[src/rtl/pipeline_pkg.sv]
// Shared types and defaults for the pipeline stall/flush controller.
package pipeline_pkg;

  localparam int unsigned LAT_W_DEF = 5;
  localparam int unsigned CNT_W_DEF = 32;

  typedef enum logic [0:0] {
    RUN     = 1'b0,
    MC_WAIT = 1'b1
  } pctrl_state_t;

  // Hold/clear controls for one pipeline register.
  typedef struct packed {
    logic stall;
    logic flush;
  } pipe_ctrl_t;

endpackage

[src/rtl/perf_counter.sv]
// Free-running event counter; wraps modulo 2^CNT_W.
module perf_counter #(
  parameter int unsigned CNT_W = 32
) (
  input  logic             clk,
  input  logic             rstn,
  input  logic             inc,
  output logic [CNT_W-1:0] count
);

  // Count one per cycle while inc is high.
  always_ff @(posedge clk or negedge rstn) begin
    if (!rstn) begin
      count <= '0;
    end else if (inc) begin
      count <= count + CNT_W'(1);
    end
  end

endmodule

[src/rtl/pipeline_ctrl.sv]
// Central stall/flush controller for the 5-stage pipeline.
// Arbitrates memory busy, multi-cycle E ops, branch redirects and load-use
// stalls into per-register stall/flush enables, plus perf counters.
module pipeline_ctrl
  import pipeline_pkg::*;
#(
  parameter int unsigned LAT_W = LAT_W_DEF,
  parameter int unsigned CNT_W = CNT_W_DEF
) (
  input  logic             clk,
  input  logic             rstn,
  input  logic             lwstall,
  input  logic             branch_takenE,
  input  logic             mc_startE,
  input  logic [LAT_W-1:0] mc_latE,
  input  logic             mem_busyM,
  output logic             stallF,
  output logic             stallD,
  output logic             stallE,
  output logic             stallM,
  output logic             flushD,
  output logic             flushE,
  output logic             flushM,
  output logic             mc_busy,
  output logic [CNT_W-1:0] stall_cycles,
  output logic [CNT_W-1:0] flush_count
);

  pctrl_state_t     state, state_nxt;
  logic [LAT_W-1:0] cnt, cnt_nxt;

  logic       stall_f;
  pipe_ctrl_t ctrl_d;
  pipe_ctrl_t ctrl_e;
  pipe_ctrl_t ctrl_m;
  logic       branch_flush;

  // Prioritised control decode: reset, mem busy, MC_WAIT, branch, mc start, load-use.
  always_comb begin
    state_nxt    = state;
    cnt_nxt      = cnt;
    stall_f      = 1'b0;
    ctrl_d       = '0;
    ctrl_e       = '0;
    ctrl_m       = '0;
    branch_flush = 1'b0;

    if (!rstn) begin
      ctrl_d.flush = 1'b1;
      ctrl_e.flush = 1'b1;
      ctrl_m.flush = 1'b1;
    end else if (mem_busyM) begin
      stall_f      = 1'b1;
      ctrl_d.stall = 1'b1;
      ctrl_e.stall = 1'b1;
      ctrl_m.stall = 1'b1;
    end else if (state == MC_WAIT) begin
      if (cnt != '0) begin
        stall_f      = 1'b1;
        ctrl_d.stall = 1'b1;
        ctrl_e.stall = 1'b1;
        ctrl_m.flush = 1'b1;
        cnt_nxt      = cnt - LAT_W'(1);
      end else begin
        state_nxt = RUN;
      end
    end else if (branch_takenE) begin
      ctrl_d.flush = 1'b1;
      ctrl_e.flush = 1'b1;
      branch_flush = 1'b1;
    end else if (mc_startE && (mc_latE >= LAT_W'(2))) begin
      stall_f      = 1'b1;
      ctrl_d.stall = 1'b1;
      ctrl_e.stall = 1'b1;
      ctrl_m.flush = 1'b1;
      state_nxt    = MC_WAIT;
      cnt_nxt      = mc_latE - LAT_W'(2);
    end else if (!mc_startE && lwstall) begin
      // A short multi-cycle op (latency <= 1) outranks lwstall and does nothing.
      stall_f      = 1'b1;
      ctrl_d.stall = 1'b1;
      ctrl_e.flush = 1'b1;
    end
  end

  // State and residency counter; frozen by mem busy through the decode above.
  always_ff @(posedge clk or negedge rstn) begin
    if (!rstn) begin
      state <= RUN;
      cnt   <= '0;
    end else begin
      state <= state_nxt;
      cnt   <= cnt_nxt;
    end
  end

  assign stallF  = stall_f;
  assign stallD  = ctrl_d.stall;
  assign flushD  = ctrl_d.flush;
  assign stallE  = ctrl_e.stall;
  assign flushE  = ctrl_e.flush;
  assign stallM  = ctrl_m.stall;
  assign flushM  = ctrl_m.flush;
  assign mc_busy = (state == MC_WAIT);

  perf_counter #(.CNT_W(CNT_W)) u_stall_cnt (
    .clk   (clk),
    .rstn  (rstn),
    .inc   (stall_f),
    .count (stall_cycles)
  );

  perf_counter #(.CNT_W(CNT_W)) u_flush_cnt (
    .clk   (clk),
    .rstn  (rstn),
    .inc   (branch_flush),
    .count (flush_count)
  );

endmodule

[config.mk]
export PLATFORM = sky130hd
export DESIGN_NAME = pipeline_ctrl
export DESIGN_NICKNAME = d
export VERILOG_FILES = /design/src/rtl/pipeline_pkg.sv /design/src/rtl/perf_counter.sv /design/src/rtl/pipeline_ctrl.sv
export SDC_FILE = /design/constraint.sdc
export NUM_CORES = 1
export LEC_CHECK = 0
export CORE_MARGIN = 5
export CORE_UTILIZATION = 43
export DETAILED_ROUTE_END_ITERATION = 7
export PLACE_DENSITY = 0.71
export SYNTH_ARGS = -nofsm -noshare
export SYNTH_HDL_FRONTEND = slang
export SYNTH_HIERARCHICAL = 1
export SYNTH_SLANG_ARGS = --single-unit
[constraint.sdc]
create_clock -name clk -period 3.5 [get_ports clk]
set_input_delay 0.525 -clock clk [delete_from_list [all_inputs] [get_ports clk]]
set_output_delay 0.525 -clock clk [all_outputs]
set_load 0.02 [all_outputs]
* Yosys cells after proc, flatten, opt, wreduce, memory -nomap -nowiden *
Index checks and enable logic that the tools add are counted.

cells by class
  $add $sub $neg = 4
  order comparisons = 1
  equality and inequality tests = 2
  muxes and demuxes = 30
  bitwise logic cells = 1
  reduce and logical (&&, ||, !) cells = 7

operators by type and width
  cell                     count
  $add A32 B1 Y32 const B  2
  $mux W1                  26
  $mux W5                  4
  $ge A5 B2 Y1 const B     1
  $reduce_and A5 Y1        1
  $reduce_bool A5 Y1       1
  $sub A5 B1 Y5 const B    1
  $sub A5 B2 Y5 const B    1
  $ne A2 B1 Y1 const B     2
  $logic_and A1 B1 Y1      2
  $reduce_and A2 Y1        1
  $reduce_bool A2 Y1       1
  $logic_not A1 Y1         1
  $not A1 Y1               1

word-level totals
  register bits after elaboration = 70
  bits of input ports = 11

* Longest topological paths before layout *
Gate-level depths: netlist of the first run.

  depth in word-level cells = 8
  mapped depth = 10
  mapped depth without buffers = 10

* Cells and area by module *
The synthesis of the first run kept the hierarchy.

modules (own cells, without submodules)
  module         times used  cells an instance  area an instance (um2)  sequential area each (um2)
  perf_counter   2           123                1,448.9                 800.8
  pipeline_ctrl  1           66                 555.5                   150.1

* Least setup slack after synthesis of the first run *
OpenSTA, ideal clock, no wires.

  path type = input -> register
  start = in mc_latE[1]
  end = reg u_stall_cnt.count[23]
  arrival time = 2,741 ps
  required time = 3,420 ps
  setup slack = 679 ps
  stages = 10
  buffers on the path = 0
  cell sequence = inv_1 -> ha_1 -> or3b_4 -> o211ai_4 -> nand2_2 -> o31a_1 -> nand4_4 -> or4_4 -> nor4_2 -> xor2_1

on the way
  longest elaborated chain between the ends = 7

RTL lines
  item                  line                 text
  from (decl)           pipeline_ctrl.sv:15  input logic [LAT_W-1:0] mc_latE,
  $ge A5 B2 Y1          pipeline_ctrl.sv:71  end else if (mc_startE && (mc_latE >= LAT_W'(2))) begin
  $logic_and A1 B1 Y1   pipeline_ctrl.sv:71
  $mux W1 (5 in a row)  --
  net stallD            pipeline_ctrl.sv:18  output logic stallD,
  to (signal assigned)  perf_counter.sv:16   count <= count + CNT_W'(1);
  to (decl)             perf_counter.sv:8    output logic [CNT_W-1:0] count

The timed path passes the listed nets, and every way through them passes these cells.
A chain may end at the register's enable or synchronous reset.

* Final worst setup path of the first run *
  start = in mc_latE[2]
  end = out stallD

on the way
  longest elaborated chain between the ends = 7

RTL lines
  item                 line                 text
  $ge A5 B2 Y1         pipeline_ctrl.sv:71
  $logic_and A1 B1 Y1  pipeline_ctrl.sv:71
  $mux W1              pipeline_ctrl.sv:71
  $mux W1              pipeline_ctrl.sv:67  end else if (branch_takenE) begin
  $mux W1              pipeline_ctrl.sv:57  end else if (state == MC_WAIT) begin
  $mux W1              pipeline_ctrl.sv:52  end else if (mem_busyM) begin
  $mux W1              pipeline_ctrl.sv:48  if (!rstn) begin
  to (decl)            pipeline_ctrl.sv:18

No other way between the ends.

==> results of run 1 <==
==> layout make-up <==
type | instances | area [sq um] | share of cell area [%]
Inverter | 12 | 45.0 | 0.973
Multi-Input combinational cell | 227 | 1640 | 35.4
Clock buffer | 10 | 128 | 2.76
Timing Repair Buffer | 89 | 873 | 18.9
Clock inverter | 6 | 62.6 | 1.35
Tap cell | 102 | 128 | 2.76
Sequential cell | 70 | 1750 | 37.8
==> metrics by stage <==
stage	instance area, sq um	total power, W
global route	4630	0.00232
CTS	4630	0.00223
detailed placement	4430	0.00159
global placement	4430	0.00159
floorplan	3450	0.00135
finish	4630	0.00220
==> cells by family after synthesis <==
kind of cell | Yosys count | synth area share (%)
flip-flops | 70 | 50.7
XOR/XNOR | 64 | 16.2
adder cells (fa/ha/maj) | 4 | 1.45
AND/OR/NAND/NOR | 135 | 23.7
multiplexers | 3 | 0.942
buffers and inverters | 15 | 1.78
AO/OA/AOI/OAI | 21 | 5.15
==> routing by layer <==
layer | wire length [microns] | global-route usage [%] | share of wire [%]
met1 | 3680 | 21.7 | 48
met4 | 63 | 5.25 | 0.83
met2 | 3540 | 24.0 | 46
met3 | 328 | 3.93 | 4.3
met5 | 0 | 0 | 0
==> sequential cells by signal (all words and copies together) (netlist names) <==
name               count
cnt                    5
mc_busy                1
u_stall_cnt/count     32
u_flush_cnt/count     32
==> power by group <==
| part | total, W | leakage, nW | internal [W] | switching, W |
|---|---|---|---|---|
| Sequential | 0.00104 | 0.930 | 0.000901 | 0.000136 |
| Combinational | 0.000538 | 0.971 | 0.000259 | 0.000279 |
| Clock | 0.000621 | 0.0883 | 0.000327 | 0.000294 |
==> cells in the mapped netlist <==
cell / count
nor2_1: 14
nand2_1: 23
nor3b_1: 2
nor3b_2: 1
o22ai_1: 1
or4_4: 2
nor2b_1: 1
o211ai_4: 1
mux2_2: 2
xnor2_1: 39
mux2i_1: 1
dfrtp_1: 70
and2_1: 5
a21oi_2: 1
nor3_1: 11
a21o_1: 1
nand3_1: 20
nor4_1: 8
a2bb2oi_1: 1
or3b_4: 2
nand2_2: 1
nand2b_1: 3
o31a_1: 1
xor2_1: 25
buf_4: 1
o21ai_4: 1
nand4_4: 2
o21ai_0: 4
and4_1: 6
nand4_1: 20
a211oi_1: 1
a21oi_1: 1
nor4_2: 4
o21a_1: 1
clkbuf_1: 1
a221oi_1: 3
o2bb2ai_1: 3
buf_2: 1
inv_1: 12
and3_1: 8
o21bai_1: 1
and4_2: 2
ha_1: 4
==> worst max-delay path by stage <==
stage / startpoint / to / slack [ns] / cells after the start
detailed placement: mc_latE[2] / u_stall_cnt/count[23]$_DFFE_PN0P_ / 0.15 / 12
CTS: mc_latE[2] / stallD / 0.19 / 8
global placement: mc_latE[2] / u_stall_cnt/count[23]$_DFFE_PN0P_ / 0.21 / 12
floorplan: mc_latE[1] / u_stall_cnt/count[23]$_DFFE_PN0P_ / 0.68 / 10
finish: mc_latE[2] / stallD / 0.20 / 8
global route: mc_latE[1] / stallD / 0.1 / 8
==> timing repair <==
action                                  4_1_cts  5_1_grt
endpoints found under the setup margin        0        0
hold buffers                                  1        0
endpoints found under the hold margin         3        0
==> impl_metrics.yaml, run 1 <==
finish:
  final_common_cell: "clkdlybuf4s50_1"
  final_util_pct: 59.6
  fin_cells: 516
  nets: 424
  syn2layout_area_growth_pct: 34.0
  drive_above_1_share_pct: 9.90
  diodes: 0
  fill_cells: 655
  mostFrequentLayoutCells: "81 x clkdlybuf4s50_1, 70 x dfrtp_1, 39 x xnor2_1, 25 x xor2_1, 23 x nand2_1"
power_and_ir_drop:
  vdd_drop_max_v: 0.000352
  power.density_nw_per_um2: 475
  leakage_nw: 1.99
drt:
  drc: 0
  first_pass_iters: 4
  ant_nets: 0
  viasPerCell: 5.14
  totalWireLength_mm: 7.62
  dr.first_iter.drc_count: 90
  wl_per_cell_microns: 14.8
  vias: 2653
grt:
  groute.usage.overall_pct: 15.6
  grt_pass1_vias: 2628
  grt_pass1_wl_mm: 12.6
  antenna_found_initial: 0
  grt_max_degree: 69
  grt_overflow: 0
worst_hold_path:
  min_from: "u_flush_cnt/count[31]$_DFFE_PN0P_"
  min_to: "u_flush_cnt/count[31]$_DFFE_PN0P_"
  hold_path.class: "flip-flop to flip-flop"
  min_path_cells: 1
worst_setup_path:
  reg2reg_to: "u_stall_cnt/count[24]$_DFFE_PN0P_"
  slowest_stage: "clkdlybuf4s50_1"
  crit_family: "buffers and inverters"
  ff2ff_path_depth: 11
  crit_chain: "clkdlybuf4s50_1 > inv_1 > ha_1 > or3b_4 > o211ai_4 > nand2_2 > o31a_1 > clkdlybuf4s50_1"
  cp_data_required_time_ns: 2.97
  cp_max_fo: 4
  worstSetupStartpointType: "input pin"
  critical_path_class: "input pin to output pin"
  crit_path_frequent_cell: "clkdlybuf4s50_1"
  slowest_delay_ns: 0.56
  worst-path-buf-inv: 3
  reg2reg_slack_ns: 0.76
  endpoint_kind: "output pin"
  arrival_ns: 2.78
  r2r_start: "cnt[0]$_DFFE_PN0P_"
timing:
  timing_hold_violations_final: 0
  finalMaxSlewViolations: 0
  fin_setup_tns_ns: 0
  slew_headroom_pct: 42.8
  finalCriticalPeriod_ns: 3.30
  grt_setup_unrepaired: "false"
  finalCritPeriodShare_pct: 94.4
  skew_ns: 0.00861
  finalSetupViolCount: 0
  timing.fmax_mhz: 303
  holdWs_ns: 0.467
  setup_ws_ns: 0.196
  tightestPinTransition_ns: 0.859
logic_synthesis:
  syn-instance-count: 312
  ys_types: 43
  yosysSeqAreaShare_pct: 50.7
  synth_fp_nets: 327
  yosysTopAreaCell: "dfrtp_1"
  yosys_warnings: 6
  syn-cell-area_sq_um: 3450
  synthDominantCellAreaShare_pct: 50.7
  ys_ff_latch: 70
  synthTopCellsByArea: "dfrtp_1 51%, xnor2_1 9.9%, xor2_1 6.3%"
  avgSynthCellArea_sq_um: 11.1
cts:
  ctsResizeCount: 0
  root_buffer: "clkbuf_8"
  clk_pin_slew_worst_paths_ns: 0.07
  cts_buffers: 9
  clock_sinks: 70
  clk_latency_ns: 0.33
  cts_tree: "done"
  clock_path_buffers: 2
  cts_setup_buffers: 0
  htreeDepth: 3
place:
  portBuffers: 82
  hpwl_mm: 5.68
  dpl_worst_slack_ns: 0.152
  dp_cells: 499
  gp_congestion: 0.826
floorplanning:
  die_area_sq_um: 9920
  start_util_pct: 44.5
  die_w_microns: 99.6
  dieHeight_microns: 99.6
  ios: 83
  core_area_sq_um: 7770
  num_rows: 32
outcome:
  status: "finished, final reports clean"
job:
  cap_violations: 0
Power figures use the tool's default switching activity.
==> run 2, diff against run 1 <==
PLACE_DENSITY = 0.8   (was 0.71)
SLEW_MARGIN = 30   (was unset)
==> impl_metrics.yaml, run 2 (same netlist as run 1, synthesis figures left out) <==
worst_setup_path:
  crit_chain: "clkdlybuf4s50_1 > inv_1 > ha_1 > or3b_4 > o211ai_4 > nand2_2 > o31a_1 > clkdlybuf4s50_1"
  ff2ff_path_depth: 11
  cp_data_required_time_ns: 2.97
  reg2reg_to: "u_stall_cnt/count[24]$_DFFE_PN0P_"
  cp-startpoint: "mc_latE[1]"
  worstSetupStartpointType: "input pin"
  worstSetupEndpoint: "stallD"
  worst-path-stages: 8
  reg2reg_slack_ns: 0.68
  crit_path_frequent_cell: "clkdlybuf4s50_1"
  slowest_delay_ns: 0.58
  slowest_stage: "clkdlybuf4s50_1"
  crit_family: "buffers and inverters"
  arrival_ns: 2.82
  r2r_start: "cnt[0]$_DFFE_PN0P_"
  cp_max_fo: 4
  worst-path-buf-inv: 3
  critical_path_class: "input pin to output pin"
  endpoint_kind: "output pin"
finish:
  syn2layout_area_growth_pct: 33.4
  final_common_cell: "clkdlybuf4s50_1"
  drive_above_1_share_pct: 10.1
  nets: 425
  reg_top3: "u_flush_cnt/count: 32 flops, u_stall_cnt/count: 32 flops, cnt: 5 flops"
  final_area_sq_um: 4610
  mostFrequentLayoutCells: "81 x clkdlybuf4s50_1, 70 x dfrtp_1, 39 x xnor2_1, 25 x xor2_1, 23 x nand2_1"
  diodes: 0
power_and_ir_drop:
  power.density_nw_per_um2: 467
  vdd_drop_max_v: 0.000455
  leakage_nw: 1.99
drt:
  ant_nets: 0
  drc: 0
  dr.first_iter.drc_count: 103
  first_pass_iters: 4
  vias: 2739
  viasPerCell: 5.30
  totalWireLength_mm: 8.06
  wl_per_cell_microns: 15.6
place:
  portBuffers: 82
  hpwl_mm: 5.98
  gp_congestion: 0.799
  placed_area_sq_um: 4440
cts:
  clk_pin_slew_worst_paths_ns: 0.07
  cts_buffers: 9
  root_buffer: "clkbuf_8"
  cts_setup_buffers: 0
  ctsResizeCount: 0
  clock_sinks: 70
  hold_buffers: 0
  cts_tree: "done"
  clock_path_buffers: 2
  htreeDepth: 3
  clk_latency_ns: 0.34
timing:
  timing.fmax_mhz: 299
  grt_setup_unrepaired: "false"
  tightestPinTransition_ns: 0.736
  finalSetupViolCount: 0
  slew_headroom_pct: 50.6
  finalCritPeriodShare_pct: 95.6
  timing_hold_violations_final: 0
  holdWs_ns: 0.163
  fin_setup_tns_ns: 0
  finalCriticalPeriod_ns: 3.34
  skew_ns: 0.00591
  finalMaxSlewViolations: 0
floorplanning:
  core_area_sq_um: 7770
  start_util_pct: 44.5
  ios: 83
  die_area_sq_um: 9920
  dieHeight_microns: 99.6
  num_rows: 32
  die_w_microns: 99.6
grt:
  grt_pass1_vias: 2658
  antenna_found_initial: 0
  grt_overflow: 0
  grt_pass1_wl_mm: 13.2
  grt_max_degree: 58
  groute.usage.overall_pct: 16.6
job:
  cap_violations: 0
worst_hold_path:
  hold_path.class: "input pin to asynchronous set/reset pin"
outcome:
  status: "finished, final reports clean"
-- run 2: where the power goes --
| group | leakage [nW] | internal (W) | switching [W] |
|---|---|---|---|
| registers | 0.930 | 0.000902 | 0.000145 |
| clock network | 0.0861 | 0.000273 | 0.000287 |
| logic | 0.975 | 0.000260 | 0.000286 |
| total | 1.99 | 0.00143 | 0.000717 |
-- run 2: worst min path at each step --
stage                                       from                                end  slack (ns)  cells past startpoint
6_report                                    rstn  u_flush_cnt/count[10]$_DFFE_PN0P_        0.16                      2
5_1_grt                                     rstn  u_flush_cnt/count[10]$_DFFE_PN0P_        0.16                      2
4_1_cts                                     rstn  u_flush_cnt/count[10]$_DFFE_PN0P_        0.15                      2
3_5_place_dp   u_stall_cnt/count[31]$_DFFE_PN0P_  u_stall_cnt/count[31]$_DFFE_PN0P_        0.47                      1
3_3_place_gp   u_flush_cnt/count[31]$_DFFE_PN0P_  u_flush_cnt/count[31]$_DFFE_PN0P_        0.46                      1
2_1_floorplan                               rstn                 cnt[0]$_DFFE_PN0P_        0.23                      0
-- run 2: cell type report --
class | instances | area (sq um)
timing repair buffer | 90 | 876
sequential | 70 | 1750
fill | 661 | 3160
clock inverter | 4 | 22.5
inverter | 12 | 45.0
clock buffer | 12 | 145
multi-input combinational | 227 | 1640
tap | 102 | 128
-- run 2: routing by layer --
layer  share of wire, %  up-vias  track usage (%)
met3                4.6        4             4.84
met1                 47     1362             22.8
met4               0.63        0             4.73
met5                  0        -                0
li1                   -     1310                -
met2                 48       63             25.6
-- run 2: metrics by stage --
stage                     power (W)  utilization [%]  std cells  setup slack [ns]
after detailed placement    0.00161             57.2        501             0.153
after floorplan             0.00135                -        312             0.679
final                       0.00215             59.3        517             0.155
after global routing        0.00227             59.3        517            0.0570
after global placement      0.00158             57.2        501             0.205
after CTS                   0.00218             59.3        517             0.151
